==> src/rtl/spi_pkg.sv <==
// Shared definitions for the SPI slave port: FSM encoding, spicr bit
// positions and the data word width.
package spi_pkg;

   localparam int SPI_DW   = 8;
   localparam int CPOL_BIT = 1;
   localparam int CPHA_BIT = 0;

   typedef enum logic {
      ST_IDLE = 1'b0,
      ST_XFER = 1'b1
   } spi_state_t;

endpackage

==> src/rtl/spi_slave_if_if.sv <==
// Host-side bundle of the SPI slave port.
//
// Handshake: tx_data is written into the one-entry holding buffer on any
// clk edge where tx_valid && tx_ready are both 1; tx_ready is 1 exactly when
// the buffer is empty. rx_valid is a one-cycle pulse with no back-pressure:
// rx_data is updated on that cycle and then held until the next byte.
// dbg_state mirrors the slave FSM state for observation.
interface spi_slave_if_if
   import spi_pkg::*;
();

   logic [1:0]        spicr;
   logic [SPI_DW-1:0] tx_data;
   logic              tx_valid;
   logic              tx_ready;
   logic [SPI_DW-1:0] rx_data;
   logic              rx_valid;
   logic              underrun;
   logic              busy;
   spi_state_t        dbg_state;

   modport master (
      output spicr, tx_data, tx_valid,
      input  tx_ready, rx_data, rx_valid, underrun, busy, dbg_state
   );

   modport slave (
      input  spicr, tx_data, tx_valid,
      output tx_ready, rx_data, rx_valid, underrun, busy, dbg_state
   );

endinterface

==> src/rtl/spi_sync_edge.sv <==
// N-stage synchroniser for an asynchronous input, followed by registered
// rise/fall pulses. All flops clear to 0 so that a line already low at
// reset release never produces a spurious falling edge.
module spi_sync_edge #(
   parameter int N = 2
) (
   input  logic clk,
   input  logic reset,
   input  logic i_d,
   output logic o_rise,
   output logic o_fall
);

   logic [N-1:0] r_sync;
   logic         r_prev;
   logic         r_rise;
   logic         r_fall;

   // Synchronise, remember the previous level and register the edge pulses.
   always_ff @(posedge clk) begin
      if (reset) begin
         r_sync <= '0;
         r_prev <= 1'b0;
         r_rise <= 1'b0;
         r_fall <= 1'b0;
      end else begin
         r_sync <= {r_sync[N-2:0], i_d};
         r_prev <= r_sync[N-1];
         r_rise <= r_sync[N-1] & ~r_prev;
         r_fall <= ~r_sync[N-1] & r_prev;
      end
   end

   assign o_rise = r_rise;
   assign o_fall = r_fall;

endmodule

==> src/rtl/spi_slave_if.sv <==
// SPI slave port: oversamples SCK/MOSI/CS_ in the clk domain, deserialises
// MOSI into bytes and serialises bytes from a one-entry holding buffer onto
// MISO. All four CPOL/CPHA modes, MSB first.
module spi_slave_if
   import spi_pkg::*;
#(
   parameter int SYNC_STAGES = 2
) (
   input  logic          clk,
   input  logic          reset,
   input  logic          sck,
   input  logic          mosi,
   input  logic          cs_,
   output logic          miso,
   output logic          miso_oe,
   spi_slave_if_if.slave host
);

   spi_state_t              r_state;
   spi_state_t              w_state_nxt;
   logic [SYNC_STAGES-1:0]  r_mosi_sync;
   logic                    w_mosi_s;
   logic                    w_sck_rise;
   logic                    w_sck_fall;
   logic                    w_cs_rise;
   logic                    w_cs_fall;
   logic                    r_cpol;
   logic                    r_cpha;
   logic                    w_lead;
   logic                    w_trail;
   logic                    w_sample_edge;
   logic                    w_shift_edge;
   logic                    w_sample;
   logic                    w_load;
   logic                    w_shift;
   logic                    w_start;
   logic                    w_stop;
   logic [2:0]              r_bit_cnt;
   logic                    r_load_pend;
   logic [SPI_DW-2:0]       r_rx_sr;
   logic [SPI_DW-1:0]       r_tx_sr;
   logic [SPI_DW-1:0]       r_buf;
   logic                    r_buf_full;
   logic [SPI_DW-1:0]       r_rx_data;
   logic                    r_rx_valid;
   logic                    r_underrun;

   spi_sync_edge #(.N(SYNC_STAGES)) u_sck_sync (
      .clk    (clk),
      .reset  (reset),
      .i_d    (sck),
      .o_rise (w_sck_rise),
      .o_fall (w_sck_fall)
   );

   spi_sync_edge #(.N(SYNC_STAGES)) u_cs_sync (
      .clk    (clk),
      .reset  (reset),
      .i_d    (cs_),
      .o_rise (w_cs_rise),
      .o_fall (w_cs_fall)
   );

   // MOSI only needs its level; no edge detection.
   always_ff @(posedge clk) begin
      if (reset) r_mosi_sync <= '0;
      else       r_mosi_sync <= {r_mosi_sync[SYNC_STAGES-2:0], mosi};
   end
   assign w_mosi_s = r_mosi_sync[SYNC_STAGES-1];

   // Leading edge leaves the idle level CPOL; CPHA picks which edge samples.
   assign w_lead        = r_cpol ? w_sck_fall : w_sck_rise;
   assign w_trail       = r_cpol ? w_sck_rise : w_sck_fall;
   assign w_sample_edge = r_cpha ? w_trail : w_lead;
   assign w_shift_edge  = r_cpha ? w_lead  : w_trail;

   // FSM state register.
   always_ff @(posedge clk) begin
      if (reset) r_state <= ST_IDLE;
      else       r_state <= w_state_nxt;
   end

   // Next state and per-cycle datapath strobes; a cs_ rise suppresses a
   // coincident shift/load so the buffer is left untouched on abort.
   always_comb begin
      w_state_nxt = r_state;
      w_sample    = 1'b0;
      w_load      = 1'b0;
      w_shift     = 1'b0;
      w_start     = 1'b0;
      w_stop      = 1'b0;
      case (r_state)
         ST_IDLE: begin
            if (w_cs_fall) begin
               w_state_nxt = ST_XFER;
               w_start     = 1'b1;
               w_load      = ~host.spicr[CPHA_BIT];
            end
         end
         ST_XFER: begin
            w_sample = w_sample_edge;
            w_load   = w_shift_edge & ~w_cs_rise & r_load_pend;
            w_shift  = w_shift_edge & ~w_cs_rise & ~r_load_pend;
            if (w_cs_rise) begin
               w_state_nxt = ST_IDLE;
               w_stop      = 1'b1;
            end
         end
         default: w_state_nxt = ST_IDLE;
      endcase
   end

   // Datapath: mode latch, RX shifter, TX shifter and holding buffer.
   always_ff @(posedge clk) begin
      if (reset) begin
         r_cpol      <= 1'b0;
         r_cpha      <= 1'b0;
         r_bit_cnt   <= 3'd0;
         r_load_pend <= 1'b0;
         r_rx_sr     <= '0;
         r_tx_sr     <= '0;
         r_buf       <= '0;
         r_buf_full  <= 1'b0;
         r_rx_data   <= '0;
         r_rx_valid  <= 1'b0;
         r_underrun  <= 1'b0;
      end else begin
         r_rx_valid <= 1'b0;
         r_underrun <= 1'b0;
         if (r_state == ST_IDLE) begin
            r_cpol <= host.spicr[CPOL_BIT];
            r_cpha <= host.spicr[CPHA_BIT];
         end
         if (w_sample) begin
            r_rx_sr   <= {r_rx_sr[SPI_DW-3:0], w_mosi_s};
            r_bit_cnt <= r_bit_cnt + 3'd1;
            if (r_bit_cnt == 3'd7) begin
               r_rx_data   <= {r_rx_sr, w_mosi_s};
               r_rx_valid  <= 1'b1;
               r_load_pend <= 1'b1;
            end
         end
         if (w_load) begin
            r_load_pend <= 1'b0;
            if (r_buf_full) begin
               r_tx_sr    <= r_buf;
               r_buf_full <= 1'b0;
            end else begin
               r_tx_sr    <= '0;
               r_underrun <= 1'b1;
            end
         end else if (w_shift) begin
            r_tx_sr <= r_tx_sr << 1;
         end
         // Write acceptance uses the pre-load buffer state.
         if (host.tx_valid && !r_buf_full) begin
            r_buf      <= host.tx_data;
            r_buf_full <= 1'b1;
         end
         if (w_start) begin
            r_bit_cnt   <= 3'd0;
            r_load_pend <= host.spicr[CPHA_BIT];
         end
         if (w_stop) begin
            r_bit_cnt   <= 3'd0;
            r_load_pend <= 1'b0;
         end
      end
   end

   assign miso_oe        = (r_state == ST_XFER);
   assign miso           = miso_oe & r_tx_sr[SPI_DW-1];
   assign host.busy      = (r_state == ST_XFER);
   assign host.tx_ready  = ~r_buf_full;
   assign host.rx_data   = r_rx_data;
   assign host.rx_valid  = r_rx_valid;
   assign host.underrun  = r_underrun;
   assign host.dbg_state = r_state;

endmodule

==> src/flat_wrapper.sv <==
// flat-port wrapper written by rule: the top's interface ports become plain ports
module spi_slave_if_flat import spi_pkg::*;
#(
   parameter int SYNC_STAGES = 2
)
  (clk, reset, sck, mosi, cs_, miso, miso_oe, host_spicr, host_tx_data, host_tx_valid, host_tx_ready, host_rx_data, host_rx_valid, host_underrun, host_busy, host_dbg_state);
  spi_slave_if_if host_i ();
  input  logic clk;
  input  logic reset;
  input  logic sck;
  input  logic mosi;
  input  logic cs_;
  output logic miso;
  output logic miso_oe;
  input wire logic [$bits(host_i.spicr)-1:0] host_spicr;
  input wire logic [$bits(host_i.tx_data)-1:0] host_tx_data;
  input wire logic [$bits(host_i.tx_valid)-1:0] host_tx_valid;
  output wire logic [$bits(host_i.tx_ready)-1:0] host_tx_ready;
  output wire logic [$bits(host_i.rx_data)-1:0] host_rx_data;
  output wire logic [$bits(host_i.rx_valid)-1:0] host_rx_valid;
  output wire logic [$bits(host_i.underrun)-1:0] host_underrun;
  output wire logic [$bits(host_i.busy)-1:0] host_busy;
  output wire logic [$bits(host_i.dbg_state)-1:0] host_dbg_state;
  assign host_i.spicr = host_spicr;
  assign host_i.tx_data = host_tx_data;
  assign host_i.tx_valid = host_tx_valid;
  assign host_tx_ready = host_i.tx_ready;
  assign host_rx_data = host_i.rx_data;
  assign host_rx_valid = host_i.rx_valid;
  assign host_underrun = host_i.underrun;
  assign host_busy = host_i.busy;
  assign host_dbg_state = host_i.dbg_state;
  spi_slave_if #(.SYNC_STAGES(SYNC_STAGES)) u_core (.clk(clk), .reset(reset), .sck(sck), .mosi(mosi), .cs_(cs_), .miso(miso), .miso_oe(miso_oe), .host(host_i));
endmodule
==> config.mk <==
export PLATFORM = sky130hd
export DESIGN_NAME = spi_slave_if_flat
export DESIGN_NICKNAME = d
export VERILOG_FILES = /design/src/rtl/spi_pkg.sv /design/src/rtl/spi_slave_if_if.sv /design/src/rtl/spi_sync_edge.sv /design/src/rtl/spi_slave_if.sv /design/src/flat_wrapper.sv
export SDC_FILE = /design/constraint.sdc
export NUM_CORES = 1
export LEC_CHECK = 0
export CAP_MARGIN = 10
export CORE_MARGIN = 2
export CORE_UTILIZATION = 48
export DETAILED_ROUTE_END_ITERATION = 12
export MAX_ROUTING_LAYER = met4
export PLACE_DENSITY_LB_ADDON = 0.3
export SYNTH_ARGS = -nofsm -noshare
export SYNTH_HDL_FRONTEND = slang
export SYNTH_SLANG_ARGS = --single-unit
==> constraint.sdc <==
create_clock -name clk -period 2.3 [get_ports clk]
set_clock_uncertainty 0.15 [all_clocks]
set_input_delay 0.69 -clock clk [delete_from_list [all_inputs] [get_ports clk]]
set_output_delay 0.69 -clock clk [all_outputs]
set_load 0.01 [all_outputs]
==> metrics.md, run 1 <==
| Metric | Value |
|---|---|
| Worst-path clk slew | `90 ps` |
| Row count | `23` |
| FMAX | `0.452 GHz` |
| Post-synth ARST share | `0%` |
| Max-slew violations | `0` |
| CTS Hold Bufs | `0` |
| Number of remaining DRC errors | `0` |
| Final WL | `3.80 mm` |
| Vias in the first global route | `1422` |
| Post-CTS setup repair buffer count | `0` |
| Post-DR vias/cell | `5.28` |
| Drt pass-1 iters | `4` |
| Initial DRC Count | `152` |
| CTS H-tree depth | `2` |
| Ant diodes | `0` |
| Placed Cells | `291` |
| Top post-synthesis cells by count | `53 x dfxtp_1, 28 x nand2_1, 17 x a21oi_1` |
| Post-cts resize count | `1` |
| Skew-Pair Late Insertion Delay | `310 ps` |
| Worst Path Required | `1460 ps` |
| CTS tree | `yes` |
| Min-delay worst type | `flop to flop` |
| First-pass GRT wire length | `6.67 mm` |
| Final #Nets | `266` |
| Worst-path fanout max | `7` |
| Worst hold slack | `259 ps` |
| Largest area contributor in the netlist | `dfxtp_1` |
| Max-cap check violation count | `0` |
| DIE HEIGHT | `69.6 µm` |
| Gr ovfl total | `0` |
| Setup crit end kind | `output pin` |
| Avg Cell Area, Syn | `9.53 µm²` |
| Synth top area share | `51.3%` |
| DIE WIDTH | `69.6 µm` |
| Slew @ Worst Pin | `541 ps` |
| I/O Pins | `31` |
| Fin. Hold Viols | `0` |
| Largest net degree at the start of global routing | `31` |
| Setup TNS | `0 ps` |
| DIE AREA | `4850 µm²` |
| Routability cong. | `0.789` |
| Final Cell Area | `2560 µm²` |
| ANT nets after route | `0` |
| Top post-synthesis cells by area | `dfxtp_1 51%, mux2i_1 5.8%, a2111oi_2 5.1%` |
| CORE AREA | `4090 µm²` |
| Via count | `1579` |
| Tcrit/Tclk final | `96.1%` |
| Syn nets | `235` |
| Final Power | `1730 µW` |
| Initial Utilization | `50.6%` |
| Mapped Cells | `217` |
| Seq cells post-synth | `53` |
| Total CTS buffers | `5` |
| Status | `finished clean` |
| Critical path class | `flop to output pin` |
| Initial antenna violation count | `0` |
| Root Driver | `clkbuf_8` |
| Post-synth EDFFs | `0` |
| Post-synth cell types | `31` |
| CTS Buffer Depth | `2` |
| GRT Resource Usage Total | `17.5%` |
| Synth Flop Type | `dfxtp_1` |
| Post-detail-place hpwl | `2.59 mm` |
| Port bufs | `30` |
| Pwr dens | `676 nW/µm²` |
| Area growth from synthesis to layout | `23.7%` |
| Crit start category | `flop` |
| RSZ-0062 raised after global routing | `false` |
| Arrival time at the worst endpoint | `1370 ps` |
| Syn Std Cell Area | `2070 µm²` |
| Worst IR Drop VDD | `509 µV` |
| Register area share after synthesis | `51.3%` |
| Most frequent cell after synthesis | `dfxtp_1` |
| Count of yosys warnings during synthesis | `0` |
| Clock sink count | `53` |
| Pleak | `0.000909 µW` |
| Headroom to the max-slew limit | `62.9%` |
| Routed WL per cell | `12.7 µm` |
| Fin cells | `299` |
| Layout cells sized above 1 | `11.6%` |
| Dpl cell area | `2440 µm²` |
| Final setup viols | `0` |
| Fin crit period | `2210 ps` |
==> area by class of cell <==
class / count / area (µm²)
clock buffers: 6 / 82.6
clock inverters: 2 / 37.5
fillers: 345 / 1530
inverters: 3 / 11.3
multi-input cells: 147 / 933
flip-flops and latches: 53 / 1060
well taps: 50 / 62.6
repair buffers: 38 / 368
==> flip-flops by register name, summed over array words and instances (netlist names), 2 cells and up <==
register,flops
u_core.r_mosi_sync,2
u_core.u_cs_sync.r_sync,2
u_core.r_buf,8
u_core.r_bit_cnt,3
u_core.r_tx_sr,8
u_core.host.rx_data,8
u_core.u_sck_sync.r_sync,2
u_core.r_rx_sr,7
==> cell usage in the layout (no fill, tap or decap), types with 2 or more instances in the layout <==
master / n
clkbuf_8: 6
nor3_1: 7
nand4_1: 2
nand3b_1: 2
nand2b_1: 2
and2_1: 3
o21ai_0: 10
nor2b_1: 12
nand2_1: 28
nor3b_1: 9
dfxtp_1: 52
a2111oi_2: 7
clkdlybuf4s50_1: 29
a21oi_1: 17
ha_1: 2
inv_1: 3
nand3_1: 9
mux2i_1: 12
nor2_1: 15
buf_4: 7
==> per-stage QoR <==
step                setup slack (ps)  utilization (%)
floorplan                        274                -
global placement                52.9             59.6
detailed placement              42.0             59.6
CTS                             66.1             62.6
global route                    21.9             62.6
finish                          89.0             62.6
==> cells by family after synthesis <==
logic type | Yosys count | share of synthesized area (%)
muxes | 14 | 7.02
buffers and inverters | 17 | 3.57
xor gates and xnor gates | 1 | 0.787
adders and majority gates | 2 | 1.21
and+or+nand+nor | 92 | 22.6
AOI/OAI and AO/OA | 38 | 13.6
DFF | 53 | 51.3
==> layer usage <==
metal	GRT usage (%)	routed length, µm	up-vias	part of all wire, %
met5	-	0	-	0
met4	6.41	51	0	1.3
met3	5.09	212	5	5.6
met2	24.3	1610	49	42
met1	24.3	1930	712	51
li1	-	-	813	-
==> power by group <==
part,switching [µW],internal [µW]
Clock,299,354
Combinational,62.5,59.3
Sequential,13.2,940
==> critical path, stage by stage, from the launching register on <==
cell	delay (ps)
dfxtp_2	400
and2_1	140
clkdlybuf4s50_1	520
==> final timing paths <==
kind	slack, ps	endpoint	cells after the start	from
max reg2reg	380	u_core.r_tx_sr[1]	5	u_core.r_cpol
min	260	u_core.u_sck_sync.o_rise	1	u_core.u_sck_sync.r_prev
max	90	miso	2	u_core.host.busy
min reg2reg	260	u_core.u_sck_sync.o_rise	1	u_core.u_sck_sync.r_prev
(Power assumes the default switching activity.)
==> inputs of run 2 (changes only) <==
- SLEW_MARGIN: default -> 20
==> results of run 2 <==
Same layout as run 1: the final DEF is identical, and so are final timing and power.
